**src/rtl/pc_sequencer_pkg.sv**
```systemverilog
// Shared encodings for the PC sequencer: redirect kinds, FSM states, alignment modes.
package pc_pkg;

    typedef enum logic [1:0] {
        KIND_BRANCH = 2'b00,
        KIND_JAL    = 2'b01,
        KIND_JALR   = 2'b10,
        KIND_TRAP   = 2'b11
    } redirect_kind_e;

    typedef enum logic [1:0] {
        ST_BOOT  = 2'b00,
        ST_RUN   = 2'b01,
        ST_FAULT = 2'b10
    } state_e;

    localparam int unsigned IALIGN_32 = 32;
    localparam int unsigned IALIGN_16 = 16;

endpackage

```
**src/rtl/pc_sequencer_if.sv**
```systemverilog
// Control/redirect inputs and fetch-side outputs of the PC sequencer.
interface pc_sequencer_if
    import pc_pkg::*;
#(
    parameter int unsigned XLEN      = 32,
    parameter int unsigned CNT_WIDTH = 32
);
    logic                 stall;
    logic                 redirect_valid;
    redirect_kind_e       redirect_kind;
    logic                 branch_taken;
    logic [XLEN-1:0]      imm;
    logic [XLEN-1:0]      rs1;
    logic [XLEN-1:0]      trap_vector;
    logic                 fetch_ready;
    logic [XLEN-1:0]      pc;
    logic [XLEN-1:0]      pc_plus4;
    logic                 fetch_valid;
    logic                 misaligned;
    logic [XLEN-1:0]      fault_addr;
    logic [CNT_WIDTH-1:0] fetch_count;

    modport master (
        output stall, redirect_valid, redirect_kind, branch_taken,
               imm, rs1, trap_vector, fetch_ready,
        input  pc, pc_plus4, fetch_valid, misaligned, fault_addr, fetch_count
    );

    modport slave (
        input  stall, redirect_valid, redirect_kind, branch_taken,
               imm, rs1, trap_vector, fetch_ready,
        output pc, pc_plus4, fetch_valid, misaligned, fault_addr, fetch_count
    );

endinterface

```
**src/rtl/pc_sequencer_target_calc.sv**
```systemverilog
// Combinational redirect-target computation and alignment check.
module pc_target_calc
    import pc_pkg::*;
#(
    parameter int unsigned XLEN   = 32,
    parameter int unsigned IALIGN = 32
) (
    input  logic [XLEN-1:0] pc_i,
    input  redirect_kind_e  kind_i,
    input  logic            taken_i,
    input  logic [XLEN-1:0] imm_i,
    input  logic [XLEN-1:0] rs1_i,
    input  logic [XLEN-1:0] trap_vector_i,
    output logic [XLEN-1:0] target_c_o,
    output logic            misaligned_c_o
);

    // Low address bits that must be zero for a legal instruction address.
    localparam logic [XLEN-1:0] ALIGN_MASK = (IALIGN == IALIGN_16) ? XLEN'(1) : XLEN'(3);

    // Target select per redirect kind; all sums wrap at 2^XLEN.
    always_comb begin
        target_c_o = pc_i + XLEN'(4);
        case (kind_i)
            KIND_BRANCH: if (taken_i) target_c_o = pc_i + imm_i;
            KIND_JAL:    target_c_o = pc_i + imm_i;
            KIND_JALR:   target_c_o = (rs1_i + imm_i) & ~XLEN'(1);
            KIND_TRAP:   target_c_o = trap_vector_i & ~XLEN'(3);
            default:     target_c_o = pc_i + XLEN'(4);
        endcase
    end

    // Trap targets are forced aligned above, so they can never fault.
    assign misaligned_c_o = (kind_i != KIND_TRAP) && (|(target_c_o & ALIGN_MASK));

endmodule

```
**src/rtl/pc_sequencer.sv**
```systemverilog
// Program counter sequencer: boot, sequential fetch, redirects and misalignment fault.
module pc_sequencer
    import pc_pkg::*;
#(
    parameter int unsigned    XLEN         = 32,
    parameter logic [XLEN-1:0] RESET_VECTOR = XLEN'(32'h0000_0000),
    parameter int unsigned    IALIGN       = 32,
    parameter int unsigned    CNT_WIDTH    = 32
) (
    input logic           clock,
    input logic           reset_n,
    pc_sequencer_if.slave bus
);

    state_e               state_q, state_d;
    logic [XLEN-1:0]      pc_q, pc_d;
    logic [XLEN-1:0]      fault_addr_q, fault_addr_d;
    logic                 fetch_valid_q, fetch_valid_d;
    logic                 misaligned_q, misaligned_d;
    logic [CNT_WIDTH-1:0] fetch_count_q, fetch_count_d;

    logic [XLEN-1:0]      target_c;
    logic                 target_misaligned_c;
    logic                 is_trap_c;
    logic                 handshake_c;

    pc_target_calc #(
        .XLEN   (XLEN),
        .IALIGN (IALIGN)
    ) u_target_calc (
        .pc_i           (pc_q),
        .kind_i         (bus.redirect_kind),
        .taken_i        (bus.branch_taken),
        .imm_i          (bus.imm),
        .rs1_i          (bus.rs1),
        .trap_vector_i  (bus.trap_vector),
        .target_c_o     (target_c),
        .misaligned_c_o (target_misaligned_c)
    );

    assign is_trap_c   = bus.redirect_valid && (bus.redirect_kind == KIND_TRAP);
    assign handshake_c = fetch_valid_q && bus.fetch_ready;

    // Next-state, next-pc and fault capture; redirect beats stall beats advance.
    always_comb begin
        state_d       = state_q;
        pc_d          = pc_q;
        fault_addr_d  = fault_addr_q;
        misaligned_d  = 1'b0;
        fetch_count_d = handshake_c ? fetch_count_q + CNT_WIDTH'(1) : fetch_count_q;

        case (state_q)
            ST_BOOT: begin
                state_d = ST_RUN;
            end
            ST_RUN: begin
                if (is_trap_c) begin
                    pc_d = target_c;
                end else if (bus.redirect_valid) begin
                    if (target_misaligned_c) begin
                        misaligned_d = 1'b1;
                        fault_addr_d = target_c;
                        state_d      = ST_FAULT;
                    end else begin
                        pc_d = target_c;
                    end
                end else if (!bus.stall && handshake_c) begin
                    pc_d = pc_q + XLEN'(4);
                end
            end
            ST_FAULT: begin
                if (is_trap_c) begin
                    pc_d    = target_c;
                    state_d = ST_RUN;
                end
            end
            default: begin
                state_d = ST_BOOT;
            end
        endcase

        fetch_valid_d = (state_d == ST_RUN);
    end

    // State, pc, fault and counter registers.
    always_ff @(posedge clock or negedge reset_n) begin
        if (!reset_n) begin
            state_q       <= ST_BOOT;
            pc_q          <= RESET_VECTOR;
            fault_addr_q  <= '0;
            fetch_valid_q <= 1'b0;
            misaligned_q  <= 1'b0;
            fetch_count_q <= '0;
        end else begin
            state_q       <= state_d;
            pc_q          <= pc_d;
            fault_addr_q  <= fault_addr_d;
            fetch_valid_q <= fetch_valid_d;
            misaligned_q  <= misaligned_d;
            fetch_count_q <= fetch_count_d;
        end
    end

    assign bus.pc          = pc_q;
    assign bus.pc_plus4    = pc_q + XLEN'(4);
    assign bus.fetch_valid = fetch_valid_q;
    assign bus.misaligned  = misaligned_q;
    assign bus.fault_addr  = fault_addr_q;
    assign bus.fetch_count = fetch_count_q;

endmodule

```
**src/flat_wrapper.sv**
```systemverilog
// flat-port wrapper written by rule: the top's interface ports become plain ports
module pc_sequencer_flat import pc_pkg::*;
#(
    parameter int unsigned    XLEN         = 32,
    parameter logic [XLEN-1:0] RESET_VECTOR = XLEN'(32'h0000_0000),
    parameter int unsigned    IALIGN       = 32,
    parameter int unsigned    CNT_WIDTH    = 32
)
  (clock, reset_n, bus_stall, bus_redirect_valid, bus_redirect_kind, bus_branch_taken, bus_imm, bus_rs1, bus_trap_vector, bus_fetch_ready, bus_pc, bus_pc_plus4, bus_fetch_valid, bus_misaligned, bus_fault_addr, bus_fetch_count);
  pc_sequencer_if #(.XLEN(XLEN), .CNT_WIDTH(CNT_WIDTH)) bus_i ();
  input logic clock;
  input logic reset_n;
  input wire logic [$bits(bus_i.stall)-1:0] bus_stall;
  input wire logic [$bits(bus_i.redirect_valid)-1:0] bus_redirect_valid;
  input wire logic [$bits(bus_i.redirect_kind)-1:0] bus_redirect_kind;
  input wire logic [$bits(bus_i.branch_taken)-1:0] bus_branch_taken;
  input wire logic [$bits(bus_i.imm)-1:0] bus_imm;
  input wire logic [$bits(bus_i.rs1)-1:0] bus_rs1;
  input wire logic [$bits(bus_i.trap_vector)-1:0] bus_trap_vector;
  input wire logic [$bits(bus_i.fetch_ready)-1:0] bus_fetch_ready;
  output wire logic [$bits(bus_i.pc)-1:0] bus_pc;
  output wire logic [$bits(bus_i.pc_plus4)-1:0] bus_pc_plus4;
  output wire logic [$bits(bus_i.fetch_valid)-1:0] bus_fetch_valid;
  output wire logic [$bits(bus_i.misaligned)-1:0] bus_misaligned;
  output wire logic [$bits(bus_i.fault_addr)-1:0] bus_fault_addr;
  output wire logic [$bits(bus_i.fetch_count)-1:0] bus_fetch_count;
  assign bus_i.stall = bus_stall;
  assign bus_i.redirect_valid = bus_redirect_valid;
  assign bus_i.redirect_kind = bus_redirect_kind;
  assign bus_i.branch_taken = bus_branch_taken;
  assign bus_i.imm = bus_imm;
  assign bus_i.rs1 = bus_rs1;
  assign bus_i.trap_vector = bus_trap_vector;
  assign bus_i.fetch_ready = bus_fetch_ready;
  assign bus_pc = bus_i.pc;
  assign bus_pc_plus4 = bus_i.pc_plus4;
  assign bus_fetch_valid = bus_i.fetch_valid;
  assign bus_misaligned = bus_i.misaligned;
  assign bus_fault_addr = bus_i.fault_addr;
  assign bus_fetch_count = bus_i.fetch_count;
  pc_sequencer #(.XLEN(XLEN), .RESET_VECTOR(RESET_VECTOR), .IALIGN(IALIGN), .CNT_WIDTH(CNT_WIDTH)) u_core (.clock(clock), .reset_n(reset_n), .bus(bus_i));
endmodule
```
**config.mk**
```make
export PLATFORM = sky130hd
export DESIGN_NAME = pc_sequencer_flat
export DESIGN_NICKNAME = d
export VERILOG_FILES = /design/src/rtl/pc_sequencer_pkg.sv /design/src/rtl/pc_sequencer_if.sv /design/src/rtl/pc_sequencer_target_calc.sv /design/src/rtl/pc_sequencer.sv /design/src/flat_wrapper.sv
export SDC_FILE = /design/constraint.sdc
export NUM_CORES = 1
export LEC_CHECK = 0
export CAP_MARGIN = 10
export CORE_MARGIN = 5
export CORE_UTILIZATION = 52
export CTS_CLUSTER_DIAMETER = 150
export DETAILED_ROUTE_END_ITERATION = 8
export PLACE_DENSITY = 0.89
export SLEW_MARGIN = 20
export SYNTH_ARGS = -nofsm -noshare
export SYNTH_HDL_FRONTEND = slang
export SYNTH_HIERARCHICAL = 1
export SYNTH_SLANG_ARGS = --single-unit
```
**constraint.sdc**
```tcl
create_clock -name clock -period 3.8 [get_ports clock]
set_input_delay 0.57 -clock clock [delete_from_list [all_inputs] [get_ports clock]]
set_output_delay 0.57 -clock clock [all_outputs]
set_load 0.05 [all_outputs]
```
==> impl_metrics.yaml, run 1 <==
layout:
  drive_gt1_share_pct: 16.04
  layout_commonest_cell: "clkdlybuf4s50_1"
  fin_cells: 1756
  area_growth_pct: 38.56
  fin_nets: 1690
  final_cell_mix: "clkdlybuf4s50_1, buf_4, nand2_1, a21oi_1, dfrtp_1"
  final_area_um2: 13700
grt:
  grt_max_degree: 75
  grtUsageTotal_pct: 35.84
  antenna_found_initial: 0
  grt_pass1_vias: 11210
  gr-total-overflow: 0
  grt_pass1_wl_um: 62020
logic_synthesis:
  ys_ff_latch: 100
  syn_area_um2: 9889
  syn_nets: 1375
  ys_types: 81
  synth_top_family_by_area: "compound AO/OA/AOI/OAI gates"
  yosys.area_share.simple_pct: 21.32
  synth-edff-count: 0
  avgSynthCellArea_um2: 8.234
  ys_warn_count: 6
  syn_inst: 1201
  synthFlopType: "dfrtp_1"
  synth_xor_xnor_area_share_pct: 12.31
  synthMuxAreaShare_pct: 5.567
  synth_compound_area_share_pct: 22.95
  synthAdderAreaFrac_pct: 9.008
  ys_seq_area_share_pct: 25.30
  ys_async_sr_fraction_pct: 100.0
timing:
  slew_headroom_pct: 46.14
  min_period_over_period_pct: 98.57
  totalNegativeSetupSlack_ns: 0
  clock.fmax_ghz: 0.2670
  skew_ns: 0.005243
  tightest_slew_ns: 0.8078
  fin_hold_ws_ns: 0.3090
  setup_viol: 0
  fin_crit_ns: 3.746
  maxSlewViolCount: 0
  timing_hold_violations_final: 0
clock_tree:
  h-tree-depth: 3
  cts_tree: "yes"
  clock_path_buffers: 2
  cts_buffers: 9
  cts_sinks: 100
  root_buffer: "clkbuf_16"
  clk_pin_slew_ns: 0.07
  insertion_delay_ns: 0.35
worst_setup_path:
  worstPathRequired_ns: 3.23
  critical_path.endpoint_type: "primary output"
  cp_top_family: "buffers and inverters"
  crit_buf_inv: 2
  worstSetupPathType: "reg -> out"
  cp.arrival_ns: 3.18
  critPathSlowestCell: "clkdlybuf4s50_1"
  cpPeakStageDelay_ns: 0.84
  cp_common_cell: "nand2_1"
  crit_path_max_fanout: 7
  path_cells: "buf_4, ha_1, nand2_1, nor2_2, nand2_1, xnor2_1, clkdlybuf4s50_1"
  startpoint_type: "flop"
route:
  drt-initial-drc-count: 1422
  met2WireLength_um: 19620
  drtPass1Iterations: 8
  wl_met3_um: 4088
  postRouteWirelength_um: 41460
  drc: 0
  vias_per_cell: 6.517
  drt-met1-wl_um: 15210
  routedWlPerCell_um: 23.61
  ant_nets: 0
  highest_layer: "met5"
  num_vias: 11440
floorplanning:
  core_area_um2: 18710
  die_w_um: 147.9
  pin_count: 234
  die_h_um: 147.9
  start_util_pct: 52.87
  dieArea_um2: 21880
  rows: 50
power_and_ir_drop:
  power_mw: 11.20
  powerDensity_nw_per_um2: 817.7
  ir_drop_uv: 819.7
  leakagePower_nw: 5.846
place:
  dp.cells: 1733
  dp_hpwl_um: 31110
  gp_congestion: 1.031
  io_buffers: 231
  place_area_um2: 13210
worst_hold_path:
  min_path_type: "in -> async"
status:
  status: "complete, no violations"
job:
  maxCapViolCount: 0
==> stage by stage <==
step	utilization [%]	setup slack (ns)
floorplan	-	0.3852
global placement	70.62	-0.3106
detailed placement	70.62	-0.4087
CTS	72.44	-0.01607
global route	73.24	-0.003958
finish	73.26	0.05446
==> kinds of logic after synthesis <==
family          count (synthesis)
simple gates                  406
compound gates                349
xor+xnor                      139
flops                         100
buf+inv                        89
fa+ha+maj                      70
mux                            48
==> worst register-to-register path, delay by kind of cell, from the launching register on <==
kind	cells	cell delay, ns
AO/OA/AOI/OAI	9	1.91
XOR/XNOR	1	0.22
adder cells (fa/ha/maj)	1	0.34
buffers and inverters	3	0.49
flip-flops	1	0.45
AND/OR/NAND/NOR	1	0.06
==> flip-flops by register name, summed over array words and instances (netlist names) <==
register,count
u_core/bus.misaligned,1
u_core/bus.pc,32
u_core/bus.fetch_valid,1
u_core/bus.fault_addr,32
u_core/bus.fetch_count,32
u_core/state_q,2
==> layout make-up <==
type | instances | area (µm²)
diodes | 1 | 2.502
clock buffers | 10 | 229.0
clock inverters | 6 | 111.4
fillers | 1353 | 5002
inverters | 30 | 112.6
multi-input cells | 1012 | 7152
flip-flops and latches | 100 | 2502
well taps | 234 | 292.8
repair buffers | 363 | 3301
==> per-layer routing <==
metal,up-vias,GRT usage (%)
met5,-,1.364
met4,2,17.23
met3,188,6.193
met2,792,61.96
met1,5383,43.20
li1,5078,-
==> report_power, final <==
group | switching, mW | leakage (nW) | internal (mW)
combinational | 5.08 | 4.45 | 3.06
clock | 0.422 | 0.163 | 0.646
sequential | 0.552 | 1.23 | 1.45
total | 6.05 | 5.85 | 5.15
==> synthesized netlist by cell type (all sizes together), types with 5 or more instances <==
cell     number  area [µm²]
o31ai         7       52.55
nor3         26       130.1
ha           68       850.8
xor2         52       455.4
nand2       112       420.4
o21a         10       76.32
a2bb2oi       7       61.31
mux2i        10       100.1
or2           8       50.06
mux2         36       405.4
dfrtp       100        2502
a211oi       14       105.1
xnor2        87       762.0
nor2         84       317.8
and2          8       50.05
or3           5       31.28
nand4        37       237.7
o31a          5       43.79
o22ai        13       81.33
o21ai        72       364.1
a21o         33       247.7
inv          30       112.6
a31oi         8       50.05
and4          9       78.83
o211ai        9       67.56
nor2b         7       43.79
o21bai        7       52.55
and3         19       118.9
buf          15       72.56
nand3b        6       45.04
a22oi        10       75.07
clkbuf       44       165.2
a21oi       113       569.3
nand3        58       322.8
nor4         17       176.4
==> path summary, 6_finish.rpt <==
path | from | endpoint | slack (ns) | cells after the start
min in group clock | u_core/bus.fetch_count[31] | u_core/bus.fetch_count[31] | 0.48 | 1
max in group asynchronous | reset_n | u_core/bus.pc[8] | 2.77 | 2
min reg2reg | u_core/bus.fetch_count[31] | u_core/bus.fetch_count[31] | 0.48 | 1
max | u_core/bus.pc[2] | bus_pc_plus4[18] | 0.05 | 7
min | reset_n | u_core/bus.fetch_count[23] | 0.31 | 1
max reg2reg | u_core/bus.pc[1] | u_core/bus.pc[29] | 0.20 | 15
==> timing repair <==
item	4_1_cts	5_1_grt
resized for setup	3	20
pin swaps	0	15
setup buffers	0	6
hold buffers	0	0
setup endpoints to repair	4	21
Note: power is estimated with default switching activity, not from simulation.
==> run 2, diff against run 1 <==
--- a/constraint.sdc
+++ b/constraint.sdc
@@ -3,2 +3,2 @@
 set_output_delay 0.57 -clock clock [all_outputs]
-set_load 0.05 [all_outputs]
+set_load 0.02 [all_outputs]
==> run 2 against run 1 <==
Routed wire length shrank 5.6%. Worst setup slack improved by 0.030 ns. Global-route usage shrank 1.5 points. Critical path type unchanged. Largest cell class unchanged. Highest routed layer is now met4.
==> impl_metrics.yaml, run 2 (same netlist as run 1, synthesis figures left out) <==
timing:
  slew_headroom_pct: 48.56
  skew_ns: 0.007305
  setup_viol: 0
  fin_crit_ns: 3.715
  maxSlewViolCount: 0
  timing_hold_violations_final: 0
  clock.fmax_ghz: 0.2692
  min_period_over_period_pct: 97.77
  fin_hold_ws_ns: 0.2503
  tightest_slew_ns: 0.7717
power_and_ir_drop:
  p_comb_share_pct: 69.9
  powerDensity_nw_per_um2: 716.3
  switchingPower_mw: 4.657
  internal-power_mw: 5.116
  p_sw_share_pct: 47.65
  leakagePower_nw: 5.821
  ir_drop_uv: 640.7
  clockPowerShare_pct: 10.1
  p_seq_share_pct: 20.0
place:
  io_buffers: 231
  gp_congestion: 1.041
  dp_hpwl_um: 30320
  place_area_um2: 13200
worst_setup_path:
  cpPeakStageDelay_ns: 0.67
  crit_path_max_fanout: 7
  cp_common_cell: "buf_4"
  worstSetupPathType: "reg -> out"
  crit_buf_inv: 3
  worstPathRequired_ns: 3.23
  startpoint_type: "flop"
  rr_startpoint: "u_core/bus.pc[1]"
  critPathSlowestCell: "clkdlybuf4s50_1"
  r2r_cells: 13
  path_cells: "buf_4, nand3_1, nor4_4, buf_4, and3_1, xor2_1, clkdlybuf4s50_1"
  r2r_setup_slack_ns: 0.33
  cp.arrival_ns: 3.15
  cp_top_family: "buffers and inverters"
  critical_path.endpoint_type: "primary output"
  reg2reg_to: "u_core/bus.pc[29]"
clock_tree:
  cts_sinks: 100
  clock_path_buffers: 2
  cts_tree: "yes"
  h-tree-depth: 3
  insertion_delay_ns: 0.35
  root_buffer: "clkbuf_16"
  cts_buffers: 9
  clk_pin_slew_ns: 0.07
route:
  postRouteWirelength_um: 39130
  routedWlPerCell_um: 22.33
  drc: 0
  ant_nets: 0
  vias_per_cell: 6.389
  num_vias: 11190
  drt-initial-drc-count: 1350
  drtPass1Iterations: 6
layout:
  layout_commonest_cell: "clkdlybuf4s50_1"
  drive_gt1_share_pct: 15.10
  final_cell_mix: "clkdlybuf4s50_1, buf_4, nand2_1, a21oi_1, dfrtp_1"
  area_growth_pct: 37.96
  final_area_um2: 13640
  fin_nets: 1687
grt:
  antenna_found_initial: 1
  grtUsageTotal_pct: 34.32
  gr-total-overflow: 0
  grt_pass1_vias: 10800
  grt_max_degree: 75
  grt_pass1_wl_um: 59790
worst_hold_path:
  min_path_type: "in -> async"
floorplanning:
  rows: 50
  core_area_um2: 18710
  dieArea_um2: 21880
  start_util_pct: 52.87
  pin_count: 234
  die_w_um: 147.9
  die_h_um: 147.9
job:
  maxCapViolCount: 0
status:
  status: "complete, no violations"
-- run 2: how the worst max path moves through the flow --
stage | startpoint | to | slack [ns] | cells past startpoint
floorplan | bus_imm[0] | u_core/bus.pc[26] | 0.52 | 14
global placement | bus_imm[4] | u_core/bus.pc[25] | -0.27 | 15
detailed placement | bus_imm[4] | u_core/bus.pc[27] | -0.35 | 14
CTS | bus_imm[0] | u_core/bus.pc[24] | 0.07 | 16
global route | bus_imm[4] | u_core/bus.pc[24] | -0.01 | 16
finish | u_core/bus.pc[3] | bus_pc_plus4[19] | 0.08 | 7
-- run 2: final cells by class --
| cell class | instances | area [µm²] |
|---|---|---|
| Fill cell | 1373 | 5062 |
| Inverter | 30 | 112.6 |
| Clock buffer | 11 | 242.7 |
| Timing Repair Buffer | 360 | 3291 |
| Multi-Input combinational cell | 1012 | 7126 |
| Tap cell | 234 | 292.8 |
| Antenna cell | 1 | 2.502 |
| Clock inverter | 4 | 73.82 |
| Sequential cell | 100 | 2502 |
-- run 2: routing by layer --
metal,wire length (µm),share of wire (%),vias up,track usage [%]
met5,0,0,-,0
met4,2507,6.4,0,18.71
met3,3712,9.5,173,6.775
met2,18140,46,715,56.34
met1,14770,38,5221,42.53
li1,-,-,5085,-
-- run 2: power by group through the flow --
stage / clock network, mW / registers, mW / logic, mW
2_1_floorplan: 0 / 2.40 / 3.24
3_3_place_gp: 0 / 1.93 / 6.47
3_5_place_dp: 0 / 1.94 / 6.60
4_1_cts: 0.999 / 1.93 / 6.66
5_1_grt: 1.03 / 1.98 / 7.27
6_report: 0.991 / 1.95 / 6.83
-- run 2: timing repair --
item                       4_1_cts  5_1_grt
pin swaps                        0       11
hold buffers                     0        0
setup endpoints to repair        1       19
resized for setup                1       16
setup buffers                    0        5
gates cloned                     0        0
-- run 2: metrics by stage --
step / TNS (ns) / utilization [%] / setup WS, ns / power (mW) / std cells
6_report: 0 / 72.94 / 0.08464 / 9.773 / 1752
5_1_grt: -0.01334 / 72.92 / -0.01334 / 10.28 / 1751
4_1_cts: 0 / 72.30 / 0.07424 / 9.585 / 1746
3_5_place_dp: -5.205 / 70.59 / -0.3470 / 8.530 / 1731
3_3_place_gp: -3.623 / 70.59 / -0.2691 / 8.391 / 1731
2_1_floorplan: 0 / - / 0.5204 / 5.633 / 1201
==> run 3, diff against run 2 <==
Settings changed: CORE_ASPECT_RATIO set to 0.8.
==> run 3 against run 2 <==
Combinational power shrank 3%. Clock skew is essentially flat. Critical path depth shrank 1. Die area is essentially flat. Sequential power grew 3%. Routed wire length shrank 5.0%. Fmax grew 0.23%. First-iteration DRC count grew 3.6%. Register-to-register slack lost 0.08 ns. Non-clock buffer count shrank 20. Count of clock-buffer cells in the layout grew 3. Critical path type unchanged. Largest cell class unchanged. Largest power group unchanged. Highest routed layer is now met5.
==> impl_metrics.yaml, run 3 (same netlist as run 1, synthesis figures left out) <==
timing:
  min_period_over_period_pct: 97.55
  maxSlewViolCount: 0
  skew_ns: 0.007720
  slew_headroom_pct: 32.32
  clock.fmax_ghz: 0.2698
  tightest_slew_ns: 1.014
  setup_viol: 0
  timing_hold_violations_final: 0
  fin_crit_ns: 3.707
  rsz0062_at_grt: "true"
clock_tree:
  h-tree-depth: 3
  cts_sinks: 100
  cts_tree: "yes"
  clock_path_buffers: 2
  clk_pin_slew_ns: 0.07
  insertion_delay_ns: 0.35
  root_buffer: "clkbuf_16"
  cts_buffers: 9
route:
  drt-initial-drc-count: 1399
  num_vias: 11100
  drtPass1Iterations: 7
  vias_per_cell: 6.322
  routedWlPerCell_um: 21.16
  postRouteWirelength_um: 37160
  ant_nets: 0
  drc: 0
worst_setup_path:
  reg2reg_to: "u_core/bus.pc[18]"
  crit_buf_inv: 2
  startpoint: "u_core/bus.pc[4]"
  startpoint_type: "flop"
  cp_top_family: "simple AND/OR/NAND/NOR gates"
  worstPathRequired_ns: 3.23
  cp.arrival_ns: 3.14
  critical_path.endpoint_type: "primary output"
  rr_startpoint: "u_core/bus.pc[0]"
  r2r_setup_slack_ns: 0.25
  crit_path_max_fanout: 11
  cpPeakStageDelay_ns: 0.64
  r2r_cells: 14
  path_cells: "buf_4, nand3_1, nor4_4, nand4_1, xnor2_1, clkdlybuf4s50_1"
  critPathSlowestCell: "clkdlybuf4s50_1"
  worstSetupPathType: "reg -> out"
floorplanning:
  dieArea_um2: 21890
  die_h_um: 133.3
  pin_count: 234
  die_w_um: 164.2
  core_area_um2: 18860
  start_util_pct: 52.43
  rows: 45
place:
  gp_congestion: 1.007
  dp_hpwl_um: 28940
  dp.cells: 1739
  io_buffers: 231
status:
  status: "complete, no violations"
layout:
  fin_cells: 1756
  multi_input_area_um2: 7103
  fill_cells: 1436
  final_cell_mix: "clkdlybuf4s50_1, nand2_1, buf_4, a21oi_1, dfrtp_1"
  drive_gt1_share_pct: 13.55
  fin_nets: 1667
  diodes: 0
  final-seq-area_um2: 2502
  layout_commonest_cell: "clkdlybuf4s50_1"
  area_growth_pct: 36.22
job:
  maxCapViolCount: 0
power_and_ir_drop:
  leakagePower_nw: 5.694
  ir_drop_uv: 619.6
  power_mw: 9.563
  powerDensity_nw_per_um2: 709.9
grt:
  grt_max_degree: 70
  grt_pass1_vias: 10590
  gr-total-overflow: 0
  grt_pass1_wl_um: 57480
  antenna_found_initial: 1
  grtUsageTotal_pct: 32.94
worst_hold_path:
  min_path_type: "in -> async"
==> run 3: power by group <==
part           internal (mW)  switching [mW]
registers               1.45           0.566
logic                   3.04            3.61
clock network          0.501           0.398
total                   4.99            4.58
==> run 3: through the flow <==
stage	setup slack, ns	TNS (ns)	cell area (µm²)	utilization, %	hold slack [ns]
2_1_floorplan	0.5204	0	9889	-	0.2744
3_3_place_gp	-0.2355	-3.690	13110	69.53	0.4635
3_5_place_dp	-0.3340	-5.349	13110	69.53	0.4667
4_1_cts	0.02652	0	13410	71.10	0.2364
5_1_grt	-0.01783	-0.03434	13470	71.42	0.2512
6_report	0.09299	0	13470	71.42	0.2276
==> run 3: worst max path at each step <==
| stage | cells past startpoint | end |
|---|---|---|
| after floorplan | 14 | u_core/bus.pc[26] |
| after global placement | 15 | u_core/bus.pc[27] |
| after detailed placement | 15 | u_core/bus.pc[27] |
| after CTS | 15 | u_core/bus.pc[27] |
| after global routing | 15 | u_core/bus.pc[27] |
| final | 6 | bus_pc_plus4[31] |
==> run 3: layout make-up <==
class	count	area share [%]
Multi-Input combinational cell	1012	52.73
Timing Repair Buffer	340	23.31
Sequential cell	100	18.58
Tap cell	258	2.396
Clock buffer	14	2.034
Inverter	30	0.8359
Clock inverter	2	0.1207
==> run 3: per-layer routing <==
layer / global-route usage, % / vias up / part of all wire [%]
li1: - / 5028 / -
met1: 43.88 / 5231 / 39
met2: 52.65 / 725 / 45
met3: 6.867 / 115 / 11
met4: 12.44 / 2 / 4.2
met5: 0 / - / 0.035
==> run 3: timing repair <==
action	CTS	global route
setup buffers	0	1
hold buffers	0	0
pin swaps	0	9
endpoints found under the setup margin	1	20
resized for setup	1	10
